`config.mk`:
```
export PLATFORM = sky130hd
export DESIGN_NAME = rgb_cmp_pwm
export DESIGN_NICKNAME = d
export VERILOG_FILES = /design/src/rtl/rgb_cmp_pwm.sv
export SDC_FILE = /design/constraint.sdc
export NUM_CORES = 1
export LEC_CHECK = 0
export CAP_MARGIN = 5
export CORE_UTILIZATION = 41
export DETAILED_ROUTE_END_ITERATION = 10
export PLACE_DENSITY_LB_ADDON = 0.05
export RECOVER_POWER = 100
export SYNTH_ARGS = -nofsm -noshare
export SYNTH_HDL_FRONTEND = slang
export SYNTH_SLANG_ARGS = --single-unit
```
`constraint.sdc`:
```
create_clock -name clk -period 3.3 [get_ports clk]
set_clock_uncertainty 0.15 [all_clocks]
set_input_delay 0.66 -clock clk [delete_from_list [all_inputs] [get_ports clk]]
set_output_delay 0.66 -clock clk [all_outputs]
set_load 0.05 [all_outputs]
```
`src/rtl/rgb_cmp_pwm.sv`:
```
// ============================================================================
// Module   : rgb_cmp_pwm
// Purpose  : Clocked RGB magnitude comparator with double-buffered PWM drive.
//            Optional macro RGB_FADE_EN ramps active duty one step per frame.
// Revision : 1.0  initial release
// ============================================================================
`default_nettype none

module rgb_cmp_pwm #(
  parameter int WIDTH  = 2,
  parameter int DUTY_W = 8
) (
  input  logic              clk,
  input  logic              rst,
  input  logic              en,
  input  logic              load,
  input  logic [WIDTH-1:0]  a,
  input  logic [WIDTH-1:0]  b,
  input  logic [DUTY_W-1:0] duty,
  output logic              red,
  output logic              green,
  output logic              blue,
  output logic              frame,
  output logic              valid
);

  localparam logic [0:0]        ST_OFF  = 1'b0;
  localparam logic [0:0]        ST_ON   = 1'b1;
  localparam logic [DUTY_W-1:0] CNT_MAX = '1;

  logic [DUTY_W-1:0] cnt_q, cnt_d;
  logic [2:0]        shadow_sel_q, shadow_sel_d;
  logic [DUTY_W-1:0] shadow_duty_q, shadow_duty_d;
  logic              pending_q, pending_d;
  logic [2:0]        active_sel_q, active_sel_d;
  logic [DUTY_W-1:0] active_duty_q, active_duty_d;
  logic [0:0]        state_q, state_d;
  logic [2:0]        rgb_q, rgb_d;
  logic              frame_q, frame_d;

  logic              w_boundary;
  logic [2:0]        w_cmp_sel;
`ifdef RGB_FADE_EN
  logic [DUTY_W-1:0] w_fade_base;
  logic [DUTY_W-1:0] w_fade_next;
`endif

  always_comb begin
    cnt_d         = en ? cnt_q + 1'b1 : '0;
    w_boundary    = en && (cnt_q == CNT_MAX);
    w_cmp_sel     = (a > b) ? 3'b100 : ((a == b) ? 3'b010 : 3'b001);

    shadow_sel_d  = shadow_sel_q;
    shadow_duty_d = shadow_duty_q;
    pending_d     = pending_q;
    active_sel_d  = active_sel_q;
    active_duty_d = active_duty_q;
    state_d       = state_q;
`ifdef RGB_FADE_EN
    // A colour change restarts the ramp from zero so the new colour fades in.
    w_fade_base   = (active_sel_q != shadow_sel_q) ? '0 : active_duty_q;
    if (w_fade_base < shadow_duty_q) begin
      w_fade_next = w_fade_base + 1'b1;
    end else if (w_fade_base > shadow_duty_q) begin
      w_fade_next = w_fade_base - 1'b1;
    end else begin
      w_fade_next = w_fade_base;
    end
`endif

    if (w_boundary && pending_q) begin
      state_d      = ST_ON;
      active_sel_d = shadow_sel_q;
`ifdef RGB_FADE_EN
      active_duty_d = w_fade_next;
      pending_d     = (w_fade_next != shadow_duty_q);
`else
      active_duty_d = shadow_duty_q;
      pending_d     = 1'b0;
`endif
    end

    // A load on the boundary cycle lands in shadow after the old shadow was applied.
    if (load) begin
      shadow_sel_d  = w_cmp_sel;
      shadow_duty_d = duty;
      pending_d     = 1'b1;
    end

    rgb_d   = ((state_q == ST_ON) && en && (cnt_q < active_duty_q)) ? active_sel_q : 3'b000;
    frame_d = w_boundary;
  end

  always_ff @(posedge clk) begin
    if (rst) begin
      cnt_q         <= '0;
      shadow_sel_q  <= '0;
      shadow_duty_q <= '0;
      pending_q     <= 1'b0;
      active_sel_q  <= '0;
      active_duty_q <= '0;
      state_q       <= ST_OFF;
      rgb_q         <= '0;
      frame_q       <= 1'b0;
    end else begin
      cnt_q         <= cnt_d;
      shadow_sel_q  <= shadow_sel_d;
      shadow_duty_q <= shadow_duty_d;
      pending_q     <= pending_d;
      active_sel_q  <= active_sel_d;
      active_duty_q <= active_duty_d;
      state_q       <= state_d;
      rgb_q         <= rgb_d;
      frame_q       <= frame_d;
    end
  end

  assign red   = rgb_q[2];
  assign green = rgb_q[1];
  assign blue  = rgb_q[0];
  assign frame = frame_q;
  assign valid = (state_q == ST_ON);

endmodule

`default_nettype wire
```
== Word-level counts from Yosys, hierarchy flattened ==
Index checks and enable logic that the tools add are counted.

* $add $sub $neg: 1
* Magnitude comparators: 2
* Equality and inequality tests: 2
* Multiplexer cells: 4
* Bitwise logic cells: 2
* Reductions and logical operators: 7

{| class="wikitable"
|+ Operators with widths
! operator !! count
|-
| 8-bit by 1-bit adder with 8-bit output (second input constant) || 1
|-
| 8-bit == test (second input constant) || 1
|-
| 8-bit < comparator || 1
|-
| 1-bit logical AND || 4
|-
| 2-bit OR reduction || 2
|-
| 3-bit 2-to-1 mux || 1
|-
| 2-bit == test || 1
|-
| 2-bit > comparator || 1
|-
| 1-bit 2-to-1 mux || 2
|-
| 2-bit 2-to-1 mux || 1
|-
| 1-bit NOT || 2
|-
| 2-bit nonzero test || 1
|}

* Register bits after elaboration: 36
* Input port bits: 16
* Output and inout port bits: 5
* Word-level logic and storage cells: 27

== Depth between registers and ports, before layout ==
Gate-level depths: netlist of the first run.

* Depth after elaboration: 5
* Depth in mapped cells: 5
* Mapped depth without buffers: 5

== Least setup slack after synthesis of the first run ==
Ideal clock, no wire load.

* Path type: input-to-reg
* Start point: input a[0]
* End point: register shadow_sel_q[0]
* Data arrival time: 1,612 ps
* Data required time: 3,080 ps
* Path slack: 1,468 ps
* Stages on the path: 5
* Path through: inv_1 > ha_1 > a21boi_0 > or3b_1 > a21oi_1

* Word-level cells in the longest chain between the ends: 3
* Elaborated cells between the ends (all ways): 4
* Classes of those cells: 1 x order compare; 1 x eq/ne; 2 x mux

{| class="wikitable"
|+ RTL lines
! item !! line !! text
|-
| from (decl) || 17 || <nowiki>input logic [WIDTH-1:0] a,</nowiki>
|-
| 2-bit == test || 51 || <nowiki>w_cmp_sel = (a > b) ? 3'b100 : ((a == b) ? 3'b010 : 3'b001);</nowiki>
|-
| 2-bit 2-to-1 mux || 51 ||
|-
| 3-bit 2-to-1 mux * || 51 ||
|-
| to (signal assigned) || 107 || <nowiki>shadow_sel_q <= shadow_sel_d;</nowiki>
|-
| to (decl) || 32 || <nowiki>logic [2:0] shadow_sel_q, shadow_sel_d;</nowiki>
|}

Mark *: on every way between the ends. The rest lies on a longest branch, timed or not.
A chain may end at the register's enable or synchronous reset.

== Final worst setup path of the first run ==
* Start point: input rst
* End point: register cnt_q[4]

* Word-level cells in the longest chain between the ends: 1

{| class="wikitable"
|+ RTL lines
! item !! line !! text
|-
| from (decl) || 14 || <nowiki>input logic rst,</nowiki>
|-
| 2-bit OR reduction (no line) || - ||
|-
| to (signal assigned) || 106 || <nowiki>cnt_q <= cnt_d;</nowiki>
|-
| to (decl) || 31 || <nowiki>logic [DUTY_W-1:0] cnt_q, cnt_d;</nowiki>
|}

Every way passes these cells.

==> results of run 1 <==
[worst max-delay path by stage]
stage | start | end | slack, ps | cells past startpoint
finish | rst | cnt_q[4] | 770 | 4
global route | rst | cnt_q[4] | 520 | 4
CTS | valid | valid | 1020 | 1
detailed placement | en | active_duty_q[4] | 870 | 4
global placement | a[0] | shadow_sel_q[0] | 940 | 6
floorplan | a[0] | shadow_sel_q[0] | 1470 | 5
[synthesized netlist by cell type]
cell type   n
o221ai_1    1
a21boi_0    1
buf_2       2
xnor2_1     1
nor2b_1     2
a211oi_1    4
mux2i_1    19
xor2_1      2
nand3_1     5
buf_6       1
nor2_1     14
or3b_1      1
ha_1       10
o21ai_0     7
nand4_4     1
a21oi_1     8
nor3_1      1
nand4_2     1
nand2b_1   23
nor3_4      1
o21ba_1     1
or3_1       3
nor4bb_1    1
inv_1      17
dfxtp_1    36
nand2_1     6
clkbuf_1    4
[routing by layer]
metal  wire (um)  share of wire [%]
met5           0                  0
met4          21               0.79
met2        1210                 45
met1        1310                 49
met3         126                4.7
[layout make-up]
type	instances	area share, %
clock buffers	6	4.19
repair buffers	22	10.7
well taps	48	3.05
flip-flops and latches	36	36.6
clock inverters	2	0.508
inverters	17	3.24
multi-input cells	113	41.7
[kinds of logic (layout without fill, tap and decap cells)]
group	Yosys count	in the layout	synth area share, %
buf+inv	24	47	6.09
simple gates	59	59	21.2
xor+xnor	3	3	1.60
mux	19	19	11.6
compound gates	22	22	8.00
fa+ha+maj	10	10	7.62
flops	36	36	43.9
[stage by stage]
stage               instances  hold WS [ps]  utilization [%]  power [mW]
floorplan                 173           266                -       0.495
global placement          236           279             50.3       0.518
detailed placement        236           284             50.3       0.520
CTS                       244           294             52.7       0.839
global route              244           316             52.6       0.868
finish                    244           288             52.6       0.827
[power groups by stage]
stage	registers [mW]	logic [mW]	clock network, mW
floorplan	0.459	0.0359	0
global placement	0.460	0.0585	0
detailed placement	0.460	0.0603	0
CTS	0.450	0.0603	0.329
global route	0.451	0.0672	0.350
finish	0.450	0.0594	0.317
[worst max-delay path, delay by kind of cell]
family	cells	cell delay, ps
buffers and inverters	2	1420
and+or+nand+nor	2	480
[registers in the layout, indices dropped and copies added, names as in the netlist]
register,count
valid,1
shadow_sel_q,3
rgb_q,3
active_sel_q,3
active_duty_q,8
shadow_duty_q,8
pending_q,1
cnt_q,8
frame,1
==> flow_summary.json, run 1 <==
{
  "setup_violations": 0,
  "grtUsageMet3_pct": 4.17,
  "rsz0062_at_grt": "false",
  "postSynthCellCount": 173,
  "die_area_mm2": 0.00426,
  "rr_startpoint": "cnt_q[0]",
  "synth_seq_cells": 36,
  "via_per_inst": 4.80,
  "syn_nets": 199,
  "worstHoldPathType": "flop to flop",
  "grt.total_usage_pct": 15.3,
  "synth_top_area_cell": "dfxtp_1",
  "dr.pass1.iters": 4,
  "reg2reg_to": "active_duty_q[4]",
  "syn_to_final_growth_pct": 20.0,
  "fp.dieH_um": 65.3,
  "maxCapViolations": 0,
  "busiest_layer": "met2",
  "fp.dieW_um": 65.3,
  "hold_violations": 0,
  "final_cell_mix": "dfxtp_1, nand2b_1, mux2i_1",
  "arrival_ps": 2560,
  "synthesis.area_mm2": 0.00164,
  "worstSetupPathType": "primary input to flop",
  "status": "finished clean",
  "tritoncts": "done",
  "drc": 0,
  "grt_antenna_before_repair": 0,
  "ys_seq_area_share_pct": 43.9,
  "num_vias": 1170,
  "grt_pass1_vias": 1182,
  "crit_slowest_cell": "clkbuf_1",
  "seqPwrFrac_pct": 54.4,
  "tns_ps": 0,
  "swShare_pct": 21.9,
  "use_met2_pct": 25.6,
  "wl_per_cell_um": 10.9,
  "layout_commonest_cell": "dfxtp_1",
  "cts.sinks": 36,
  "power_frac_clock_pct": 38.4,
  "synth.top_cell.area_share_pct": 43.9,
  "synth.distinct_cells": 27,
  "wl_um": 2660,
  "avgSynthCellArea_um2": 9.50,
  "slew_violations": 0,
  "ir_worst_vdd_uv": 264,
  "p_switching_uw": 181,
  "dpl_worst_slack_ps": 866,
  "cp_data_required_time_ps": 3320,
  "clk_transition_reported_paths_ps": 70,
  "min_from": "active_sel_q[2]",
  "cts-hold-fix-buffers": 0,
  "dpl.hpwl_um": 1990,
  "num_rows": 22,
  "dpl-instance-area_mm2": 0.00188,
  "cts-buffers-inserted": 5,
  "p_leak_nw": 0.774,
  "synthTopCellsByArea": "dfxtp_1, mux2i_1, nand2b_1",
  "fmax_mhz": 395,
  "cts-resized-gates": 0,
  "clkLatencyLatePin_ps": 290,
  "min_period_ps": 2530,
  "placement.io_buffers": 20,
  "core_mm2": 0.00374,
  "worst_slack_ps": 766,
  "fill_cells": 376,
  "power_density_mw_per_mm2": 420,
  "cts_setup_buffers": 0,
  "cp-start-kind": "primary input",
  "grt_max_degree": 39,
  "holdPathStages": 2,
  "p_int_uw": 646,
  "grt_pass1_wl_um": 4920,
  "worst_slew_pin_slew_ps": 1230,
  "multi_input_area_um2": 822,
  "timing.slew.headroom_pct": 17.9,
  "gp_congestion": 0.815,
  "drive_above_1_share_pct": 6.12,
  "start_util_pct": 43.9,
  "rr_worst_depth": 4,
  "drt-initial-drc-count": 54,
  "cts.htree.levels": 2,
  "period_share_pct": 76.8,
  "grt_use_met1_pct": 17.3,
  "path_cells": "dlygate4sd3_1 -> clkbuf_1 -> nand2b_1 -> nor2_1",
  "seq_area_um2": 721,
  "antenna-diode-count": 0,
  "p_comb_share_pct": 7.2,
  "ys_warn_count": 0,
  "clk_path_buf_depth": 2,
  "fin_nets": 221,
  "ant_nets": 0,
  "boundaryPins": 21,
  "max_stage_delay_ps": 900,
  "min_to": "rgb_q[2]",
  "reg2reg_slack_ps": 1430,
  "root_buffer": "clkbuf_8",
  "end_kind": "flop",
  "grt_overflow": 0,
  "crit_path_max_fanout": 38,
  "stdcell_area_mm2": 0.00197
}
(Power assumes the default switching activity.)
==> run 2: changes to the inputs <==
==> constraint.sdc (replaced) <==
create_clock -name clk -period 2.2 [get_ports clk]
set_clock_uncertainty 0.15 [all_clocks]
set_input_delay 0.44 -clock clk [delete_from_list [all_inputs] [get_ports clk]]
set_output_delay 0.44 -clock clk [all_outputs]
set_load 0.05 [all_outputs]
==> run 2 against run 1 <==
Effect of this change: total power rose by 44%; worst setup slack worse by 600 ps; via count down 1.5%; clock power increased by 34%; sequential power rose by 50%; combinational power grew 48%; flip-flop and latch count unchanged; worst hold slack worse by 3.1 ps; final area grew 0.13%.
==> flow_summary.json, run 2 (same netlist as run 1, synthesis figures left out) <==
{
  "arrival_ps": 1450,
  "cts-buffers-inserted": 5,
  "worstSetupPathType": "flop to output pin",
  "p_leak_nw": 0.769,
  "drc": 0,
  "via_per_inst": 4.73,
  "worstHoldPathType": "flop to flop",
  "hold_violations": 0,
  "layout_commonest_cell": "dfxtp_1",
  "fin_nets": 222,
  "clk_transition_reported_paths_ps": 60,
  "grt_pass1_vias": 1144,
  "dr.pass1.iters": 4,
  "reg2reg_to": "rgb_q[1]",
  "cp_data_required_time_ps": 1610,
  "rsz0062_at_grt": "false",
  "syn_to_final_growth_pct": 20.1,
  "crit_slowest_cell": "clkdlybuf4s50_1",
  "path_cells": "clkdlybuf4s50_1",
  "period_share_pct": 92.6,
  "status": "finished clean",
  "crit_path_max_fanout": 3,
  "start_util_pct": 43.9,
  "cp-start-kind": "flop",
  "wl_per_cell_um": 11.0,
  "ant_nets": 0,
  "boundaryPins": 21,
  "slew_violations": 0,
  "rr_worst_depth": 4,
  "min_from": "active_sel_q[1]",
  "critPathBufInv": 1,
  "grt_overflow": 0,
  "ir_worst_vdd_uv": 408,
  "cts-hold-fix-buffers": 0,
  "cts.sinks": 36,
  "min_period_ps": 2040,
  "dpl.hpwl_um": 2040,
  "fp.dieW_um": 65.3,
  "grt_pass1_wl_um": 4910,
  "fp.dieH_um": 65.3,
  "drt-initial-drc-count": 41,
  "core_mm2": 0.00374,
  "num_vias": 1153,
  "cts.htree.levels": 2,
  "clkLatencyLatePin_ps": 280,
  "fmax_mhz": 491,
  "timing.slew.headroom_pct": 59.0,
  "root_buffer": "clkbuf_8",
  "gp_congestion": 0.758,
  "final_cell_mix": "dfxtp_1, nand2b_1, mux2i_1",
  "tns_ps": 0,
  "cts-resized-gates": 0,
  "cts_setup_buffers": 0,
  "total_power_mw": 1.19,
  "grt_max_degree": 38,
  "holdPathStages": 2,
  "min_to": "rgb_q[1]",
  "maxCapViolations": 0,
  "drive_above_1_share_pct": 5.61,
  "top_regs": "active_duty_q x8, cnt_q x8, shadow_duty_q x8",
  "tritoncts": "done",
  "finish.utilization_pct": 52.7,
  "holdWs_ps": 285,
  "die_area_mm2": 0.00426,
  "reg2reg_slack_ps": 520,
  "placement.io_buffers": 20,
  "wl_um": 2690,
  "antenna-diode-count": 0,
  "setup_violations": 0,
  "cp_top_family": "buffers and inverters",
  "clk_path_buf_depth": 2,
  "num_rows": 22,
  "power_density_mw_per_mm2": 602,
  "grt.total_usage_pct": 15.4,
  "rr_startpoint": "cnt_q[2]",
  "worst_slew_pin_slew_ps": 616,
  "max_stage_delay_ps": 810,
  "end_kind": "output pin",
  "grt_antenna_before_repair": 0
}
-- run 2: cell count changes in the layout (fill, tap and decap cells not counted), sizes merged --
| cell | change |
|---|---|
| clkbuf | +1 |
| clkdlybuf4s50 | -1 |
| clkinv | -1 |
| dlygate4sd3 | +1 |
-- run 2: stage by stage --
stage	std cells	cell area (um2)	worst slack, ps
floorplan	173	1640	588
CTS	244	1980	149
global placement	237	1900	95.4
finish	244	1970	163
global route	244	1970	98.5
detailed placement	237	1900	15.3
-- run 2: worst max-delay path by stage --
stage | startpoint | endpoint | slack, ps | depth (start not counted)
after floorplan | a[0] | shadow_sel_q[0] | 590 | 5
after CTS | valid | valid | 150 | 1
after detailed placement | b[1] | shadow_sel_q[0] | 20 | 6
after global placement | a[0] | shadow_sel_q[0] | 100 | 6
final | valid | valid | 160 | 1
after global routing | valid | valid | 100 | 1
-- run 2: metal layers --
metal	GRT usage (%)	vias up	wire (um)
li1	-	626	-
met1	18.2	490	1330
met2	25.6	30	1170
met3	4.17	7	126
met4	7.34	0	61
met5	0	-	0
-- run 2: report_power, final --
part           internal, mW  switching (mW)  leakage, nW
logic                0.0506          0.0372        0.435
clock network         0.215           0.210       0.0410
registers             0.667         0.00893        0.293
-- run 2: cell type report --
type	instances	area, um2
Tap cell	48	60.1
Fill cell	375	1770
Multi-Input combinational cell	113	822
Clock inverter	1	5.00
Timing Repair Buffer	23	229
Sequential cell	36	721
Inverter	17	63.8
Clock buffer	6	72.6
==> run 3: changes to the inputs <==
--- a/config.mk
+++ b/config.mk
@@ -5,7 +5,7 @@
 export SDC_FILE = /design/constraint.sdc
 export NUM_CORES = 1
 export LEC_CHECK = 0
-export CAP_MARGIN = 5
+export CAP_MARGIN = 15
 export CORE_UTILIZATION = 41
 export DETAILED_ROUTE_END_ITERATION = 10
 export PLACE_DENSITY_LB_ADDON = 0.05
==> results of run 3 <==
The final DEF is identical to that of run 2; final timing and power are the same.
